[src/rtl/booth_mult.sv]
// booth_mult: multicycle signed multiplier using radix-4 modified Booth recoding.
// Retires two multiplier bits per cycle into an arithmetic-right-shift product
// register. A start strobe in any state restarts the operation. The result and
// exception flag are held until the next completion or reset.
module booth_mult #(
   parameter int WIDTH = 32
) (
   input  logic             clock,
   input  logic             reset,
   input  logic [WIDTH-1:0] data_operandA,
   input  logic [WIDTH-1:0] data_operandB,
   input  logic             ctrl_MULT,
   output logic [WIDTH-1:0] data_result,
   output logic             data_exception,
   output logic             data_resultRDY
);

   localparam int N     = WIDTH / 2;
   localparam int CNT_W = (N > 1) ? $clog2(N) : 1;
   localparam int UW    = WIDTH + 2;       // accumulator width, room for +-2M
   localparam int PW    = 2 * WIDTH + 3;   // {upper, multiplier, booth guard bit}
   localparam logic [CNT_W-1:0] LAST = CNT_W'(N - 1);

   localparam logic [1:0] S_IDLE = 2'd0;
   localparam logic [1:0] S_RUN  = 2'd1;
   localparam logic [1:0] S_DONE = 2'd2;

   logic [1:0]              state_q, state_d;
   logic [CNT_W-1:0]        cnt_q, cnt_d;
   logic signed [UW-1:0]    m_q, m_d;
   logic [PW-1:0]           p_q, p_d;
   logic [WIDTH-1:0]        res_q, res_d;
   logic                    exc_q, exc_d;
   logic                    rdy_q, rdy_d;

   logic [2:0]              trip;
   logic signed [UW-1:0]    upper;
   logic signed [UW-1:0]    addend;
   logic signed [UW-1:0]    sum;
   logic signed [PW-1:0]    p_acc;
   logic signed [PW-1:0]    p_step;
   logic [2*WIDTH-1:0]      product;
   logic [WIDTH:0]          prod_hi;
   logic                    ovf;

   // One Booth step: recode the low triplet, add to the upper part, shift right by two.
   always_comb begin
      trip   = p_q[2:0];
      upper  = p_q[PW-1:WIDTH+1];
      addend = '0;
      case (trip)
         3'b001, 3'b010: addend = m_q;
         3'b011:         addend = m_q <<< 1;
         3'b100:         addend = -(m_q <<< 1);
         3'b101, 3'b110: addend = -m_q;
         default:        addend = '0;
      endcase
      sum     = upper + addend;
      p_acc   = {sum, p_q[WIDTH:0]};
      p_step  = p_acc >>> 2;
      product = p_step[2*WIDTH:1];
      // The product fits in WIDTH signed bits only if its top WIDTH+1 bits agree.
      prod_hi = product[2*WIDTH-1:WIDTH-1];
      ovf     = ~((&prod_hi) | ~(|prod_hi));
   end

   // Control and datapath next state; a start strobe overrides whatever is in flight.
   always_comb begin
      state_d = state_q;
      cnt_d   = cnt_q;
      m_d     = m_q;
      p_d     = p_q;
      res_d   = res_q;
      exc_d   = exc_q;
      rdy_d   = 1'b0;
      if (ctrl_MULT) begin
         m_d     = {{2{data_operandA[WIDTH-1]}}, data_operandA};
         p_d     = {{UW{1'b0}}, data_operandB, 1'b0};
         cnt_d   = '0;
         state_d = S_RUN;
      end else begin
         case (state_q)
            S_RUN: begin
               p_d   = p_step;
               cnt_d = cnt_q + 1'b1;
               if (cnt_q == LAST) begin
                  state_d = S_DONE;
                  res_d   = product[WIDTH-1:0];
                  exc_d   = ovf;
                  rdy_d   = 1'b1;
               end
            end
            S_DONE:  state_d = S_IDLE;
            default: state_d = S_IDLE;
         endcase
      end
   end

   // State registers with asynchronous clear; reset drops any in-flight operation.
   always_ff @(posedge clock or posedge reset) begin
      if (reset) begin
         state_q <= S_IDLE;
         cnt_q   <= '0;
         m_q     <= '0;
         p_q     <= '0;
         res_q   <= '0;
         exc_q   <= 1'b0;
         rdy_q   <= 1'b0;
      end else begin
         state_q <= state_d;
         cnt_q   <= cnt_d;
         m_q     <= m_d;
         p_q     <= p_d;
         res_q   <= res_d;
         exc_q   <= exc_d;
         rdy_q   <= rdy_d;
      end
   end

   assign data_result    = res_q;
   assign data_exception = exc_q;
   assign data_resultRDY = rdy_q;

endmodule

[config.mk]
export PLATFORM = sky130hd
export DESIGN_NAME = booth_mult
export DESIGN_NICKNAME = d
export VERILOG_FILES = /design/src/rtl/booth_mult.sv
export SDC_FILE = /design/constraint.sdc
export NUM_CORES = 1
export LEC_CHECK = 0
export CAP_MARGIN = 10
export CORE_MARGIN = 2
export CORE_UTILIZATION = 40
export DETAILED_ROUTE_END_ITERATION = 8
export PLACE_DENSITY = 0.67
export SETUP_SLACK_MARGIN = 0.4
export SLEW_MARGIN = 10
export SYNTH_ARGS = -nofsm -noshare
export SYNTH_HDL_FRONTEND = slang
export SYNTH_SLANG_ARGS = --single-unit
export TNS_END_PERCENT = 100
[constraint.sdc]
create_clock -name clock -period 7.14 [get_ports clock]
set_input_delay 1.428 -clock clock [delete_from_list [all_inputs] [get_ports clock]]
set_output_delay 1.428 -clock clock [all_outputs]
set_load 0.01 [all_outputs]
* Word-level counts from Yosys, hierarchy flattened
Index checks and enable logic that the tools add are counted.
Storage, ports and cells: register bits 139, input bits 67
Operators by class: add/subtract/negate cells 4, bitwise logic cells 4, mux-type cells 11, equality and inequality tests 9, reductions and logical operators 6
Operator list (number):
- 34-bit one-hot mux with 4 select lines | 1
- 67-bit 2-to-1 mux | 2
- 34-bit adder | 1
- 32-bit negation with 34-bit output | 1
- 33-bit negation with 34-bit output | 1
- 33-bit AND reduction | 1
- 33-bit OR reduction | 1
- 3-bit == test (second input constant) | 3
- 4-bit 2-to-1 mux | 2
- 3-bit by 2-bit == test with 1-bit output (second input constant) | 2
- 2-bit 2-to-1 mux | 3
- 4-bit by 1-bit adder with 4-bit output (second input constant) | 1
- 4-bit == test (second input constant) | 1
- 2-bit OR reduction | 2
- 3-bit by 1-bit == test with 1-bit output (second input constant) | 1
- 1-bit 2-to-1 mux | 3
- 3-bit != test (second input constant) | 1
- 1-bit inverter | 3
- 3-bit AND reduction | 1
- 2-bit by 1-bit == test with 1-bit output (second input constant) | 1
- 2-bit nonzero test | 1
- 1-bit OR | 1

* Longest topological paths before layout
depth after elaboration 8, depth in mapped cells 24

* Worst setup path after synthesis
Ideal clock, no wire load.
path type register -> register, from register m_q[0], to register exc_q, in the netlist data_exception, data arrival time 5.016 ns, setup slack 1.995 ns, stages on the path, launching flop included 22, required time 7.010 ns, period minus slack after synthesis 5.145 ns, cell sequence dfrtp_1 -> inv_1 -> ha_1 -> or4b_4 -> or3_1 -> or3_1 -> nor3_1 -> or3_1 -> a21oi_1 -> a221o_1 -> ha_1 -> clkbuf_1 -> a21oi_1 -> o211ai_1 -> a221oi_1 -> and2_1 -> a21oi_1 -> or3_1 -> a2111oi_0 -> nand4_1 -> nor4_1 -> nor3_2
On the way: cells in the longest elaborated chain, start to end 7, elaborated cells between the ends (all ways) 9
Ends and longest elaborated chain:
- start: declaration | RTL line 30 | logic signed [UW-1:0] m_q, m_d;
- start signal: assignment | RTL line 112 | m_q <= m_d;
- 33-bit negation with 34-bit output / 32-bit negation with 34-bit output (equally long branches) | RTL line 54, 55
- 34-bit one-hot mux with 4 select lines (*) | RTL line 51 | case (trip)
- 34-bit adder (*) | RTL line 58 | sum = upper + addend;
- 33-bit OR reduction | RTL line 64 | ovf = ~((&prod_hi) | ~(|prod_hi));
- 1-bit inverter | RTL line 64
- 1-bit OR (*) | RTL line 64
- 1-bit inverter (*) | RTL line 64
- end signal: assignment | RTL line 107 | exc_q <= 1'b0;
- end signal: assignment | RTL line 115 | exc_q <= exc_d;
- end: declaration | RTL line 33 | logic exc_q, exc_d;
Mark *: on every way between the ends. The rest lies on a longest branch, timed or not. A chain may end at the register's enable or synchronous reset.

* Final worst setup path
Same ends and word-level chain as after synthesis.

==> summary.txt <==
Die
  – Die Y: 158 µm
  – Core Rows: 56
  – Core ar.: 23300 µm²
  – Die ar.: 24900 µm²
  – Die Wd: about 160 µm
  – Initial Utilization: 40.6%
  – Ports: 101

Finish
  – Fillers: between 2000 and 2500
  – Util after Layout: 48.4%
  – Most common cell after layout, fill and taps aside: nand2_1
  – Most frequent cells in the layout: nand2_1, dfrtp_1, clkdlybuf4s50_1
  – Area occupied by multi-input gates: 5750 µm²
  – Nets: around 1300
  – Ant. Diodes: 0
  – Share of layout cells above drive strength 1: 11.6%
  – Area growth from synthesis to layout: 19.2%
  – Design area: between 10000 and 15000 µm²
  – Reg area: 3430 µm²

Synthesis
  – Post-synthesis mux area share: 11.0%
  – Synth unique cells: 70
  – Syn Area/Cell: around 8.7 µm²
  – Ys flop type: dfrtp_1
  – Synth Net Count: ~1200
  – Adder-Cell Fraction of Synth Area: under 10%
  – Cell Area, Synth: 9480 µm²
  – Compound-Gate Fraction of Synth Area: 19.1%
  – Post-synthesis cell count: between 1000 and 1500
  – Synth Area in Simple Gates: a little under 20%
  – Syn. warnings: 0
  – Post-synth EDFFs: 0
  – Sequential-to-total area share from yosys stat: 36.2%
  – Largest family of logic cells by synthesized area: simple AND/OR/NAND/NOR gates
  – Yosys reg bits: 137
  – Post-synthesis xor/xnor area fraction: approximately 6%
  – Async SR Flop Fraction: 100%

Placed design
  – Placer Congestion: 0.923
  – DP HPWL: 18.0 mm
  – Port bufs: 100
  – Placement Cell Area: 10700 µm²

Critical path
  – Worst endpoint required time: 7.46 ns
  – CP Launch Type: flip-flop
  – Worst Setup End Kind: flip-flop
  – Peak per-stage delay on the critical path: 0.53 ns
  – Most frequent CP cell: or3_1
  – Crit path max fanout: 8
  – Setup CP Type: flip-flop to flip-flop
  – Worst-path cell chain: inv_1 > ha_1 > or4b_4 > or3_1 > or3_1 > nor3_1 > or3_1 > a21oi_1 > a221o_1 > ha_1 > a21oi_1 > o211ai_1 > a221oi_1 > and2_1 > a21oi_1 > or3_1 > a2111oi_0 > nand4_1 > nor4_1 > nor3_2
  – Slowest cell on crit path: or4b_4
  – CP arrival: 6.03 ns

STA
  – RSZ-0062 raised after global routing: no
  – Setup_tns: 0 ns
  – Worst Skew: around 0.0095 ns
  – Final Hold Viols: 0
  – Final worst path period need: 5.71 ns
  – Worst Tran Pin Value: 1.01 ns
  – Final Cycle Share: 80.0%
  – Max Fclk: 175 MHz
  – Setup Viol. Count Final: 0
  – Slew HR: 32.5%
  – Pins over their slew limit: 0

Clock tree
  – Hold buffers post-CTS: 0
  – TritonCTS Buffers: 17
  – Worst-Skew Late Latency: 0.43 ns
  – Clock buffer depth: 2
  – CTS tree: yes
  – Postcts setup bufs: 0
  – Root Driver: clkbuf_16
  – Cts repair resizes: 0
  – Clk slew on worst S/H paths: 0.07 ns
  – # clock sinks: around 140
  – H-Tree Depth: 4

Global routing
  – Global-route wire length before repair: just over 40 mm
  – Busiest grt layer: met2
  – Pin count of the biggest net entering global routing: 76
  – Met2 usage: between 30% and 40%
  – All-Layer GR Usage: 21.0%
  – Met3 usage: 5.94%
  – Vias in the first global route: 7779
  – Met1 Usage GRT: ~29%
  – GRT Residual Overflow: 0
  – Initial antenna violation count: 0

Job
  – Maxcap violations: 0

Drt
  – WL/cell: ~18 µm
  – Vias: ~8400
  – Post-Route WL: 25.9 mm
  – First-pass detailed-route iteration total: 5
  – Number of vias per cell: 5.68
  – Drt initial violations: 526
  – Final routed DRC violation total: 0
  – Antenna Violating Nets Remaining: 0

Power
  – Cell Int Power: about 2 mW
  – Max rail drop VDD: about 0.00014 V
  – Flop pwr share: 30.2%
  – Switching pwr: 1.37 mW
  – Total Power: 3.32 mW
  – Clock power share: 27.7%
  – Sw Share: 41.3%
  – Leak: 4.92 nW
  – Combinational fraction of design power: between 40% and 50%
  – Power Density: between 200 and 300 nW/µm²

Min path
  – Min-Delay Path Class: flip-flop to flip-flop

Run status
  – Status: complete, no violations
-- sequential cells by signal, summed over array words and instances, names as in the netlist --
signal	count
p_q	65
data_result	32
m_q	32
cnt_q	4
state_q	2
data_exception	1
data_resultRDY	1
-- layer usage --
| metal | wire (µm) | vias to the layer above |
|---|---|---|
| met4 | 476 | 0 |
| li1 | - | 4050 |
| met2 | 11700 | 296 |
| met5 | 0 | - |
| met1 | 11800 | 4028 |
| met3 | 1920 | 30 |
-- worst max-delay path, delay by kind of cell, from the launching register on --
family | cells | cell delay (ns)
buffers and inverters | 1 | 0.11
DFF | 1 | 0.40
AOI/OAI and AO/OA | 7 | 1.64
adders and majority gates | 2 | 0.63
and+or+nand+nor | 10 | 2.81
-- Yosys cell counts, types with 3 or more instances --
cell,n,share of area [%]
a221o_1,3,0.32
nor2b_1,11,0.73
clkbuf_1,56,2.2
dfrtp_1,137,36
ha_1,35,4.6
o31a_1,3,0.28
nand3_1,12,0.63
a31o_2,3,0.28
a21boi_0,3,0.24
mux2_2,64,7.6
inv_1,13,0.51
a21oi_1,73,3.9
a21o_1,8,0.63
o211ai_1,10,0.79
or3_4,4,0.48
o21ai_0,93,4.9
xnor2_1,40,3.7
nor2_1,88,3.5
nor3_1,25,1.3
nand2_1,146,5.8
nand4_1,10,0.66
o21bai_1,4,0.32
and4_1,4,0.37
buf_1,5,0.20
o21ai_1,5,0.26
buf_2,4,0.21
a221oi_1,7,0.65
and3_1,7,0.46
mux2i_1,32,3.4
a211oi_1,9,0.71
nor4_1,12,0.79
nand2b_1,13,0.86
o31ai_1,4,0.32
a22oi_1,32,2.5
o2111ai_1,4,0.37
xor2_1,23,2.1
o21a_1,5,0.40
a31oi_1,7,0.46
and2_1,4,0.26
nor3b_1,4,0.32
or3_1,17,1.1
or2_2,8,0.53
a2111oi_0,3,0.28
-- layout make-up --
type | count | share of cell area [%]
clock buffer | 17 | 3.76
clock inverter | 15 | 1.61
inverter | 13 | 0.476
multi-input combinational | 869 | 50.8
sequential | 137 | 30.3
tap | 319 | 3.53
timing repair buffer | 109 | 9.43
-- logic make-up (layout without fill, tap and decap cells) --
group	count (synthesis)	after routing
simple gates	383	383
compound gates	290	290
flops	137	137
mux	96	96
buf+inv	80	154
xor+xnor	64	64
fa+ha+maj	36	36
-- worst paths after layout --
kind,start,to,slack [ns],depth (start not counted)
max,m_q[0]$_DFFE_PP0P_,data_exception$_DFFE_PP0P_,1.43,20
min,data_result[7]$_DFFE_PP0P_,data_result[7]$_DFFE_PP0P_,0.51,1
max reg2reg,m_q[0]$_DFFE_PP0P_,data_exception$_DFFE_PP0P_,1.43,20
min reg2reg,data_result[7]$_DFFE_PP0P_,data_result[7]$_DFFE_PP0P_,0.51,1
max in group asynchronous,reset,p_q[65]$_DFFE_PP0P_,4.35,3
min in group asynchronous,reset,data_result[26]$_DFFE_PP0P_,1.49,2
-- power by group through the flow --
| stage | Sequential, mW | Combinational (mW) | Clock [mW] |
|---|---|---|---|
| after CTS | 1.00 | 1.38 | 0.936 |
| after global routing | 1.02 | 1.54 | 0.971 |
| after global placement | 1.01 | 1.36 | 0 |
| final | 1.00 | 1.40 | 0.919 |
| after floorplan | 0.971 | 1.06 | 0 |
| after detailed placement | 1.01 | 1.37 | 0 |
-- through the flow --
stage	hold WS, ns	cells	worst slack (ns)
2_1_floorplan	0.487	1086	1.99
3_3_place_gp	0.489	1447	1.57
3_5_place_dp	0.495	1447	1.47
4_1_cts	0.513	1479	1.46
5_1_grt	0.527	1479	1.02
6_report	0.509	1479	1.43
(Power assumes the default switching activity.)
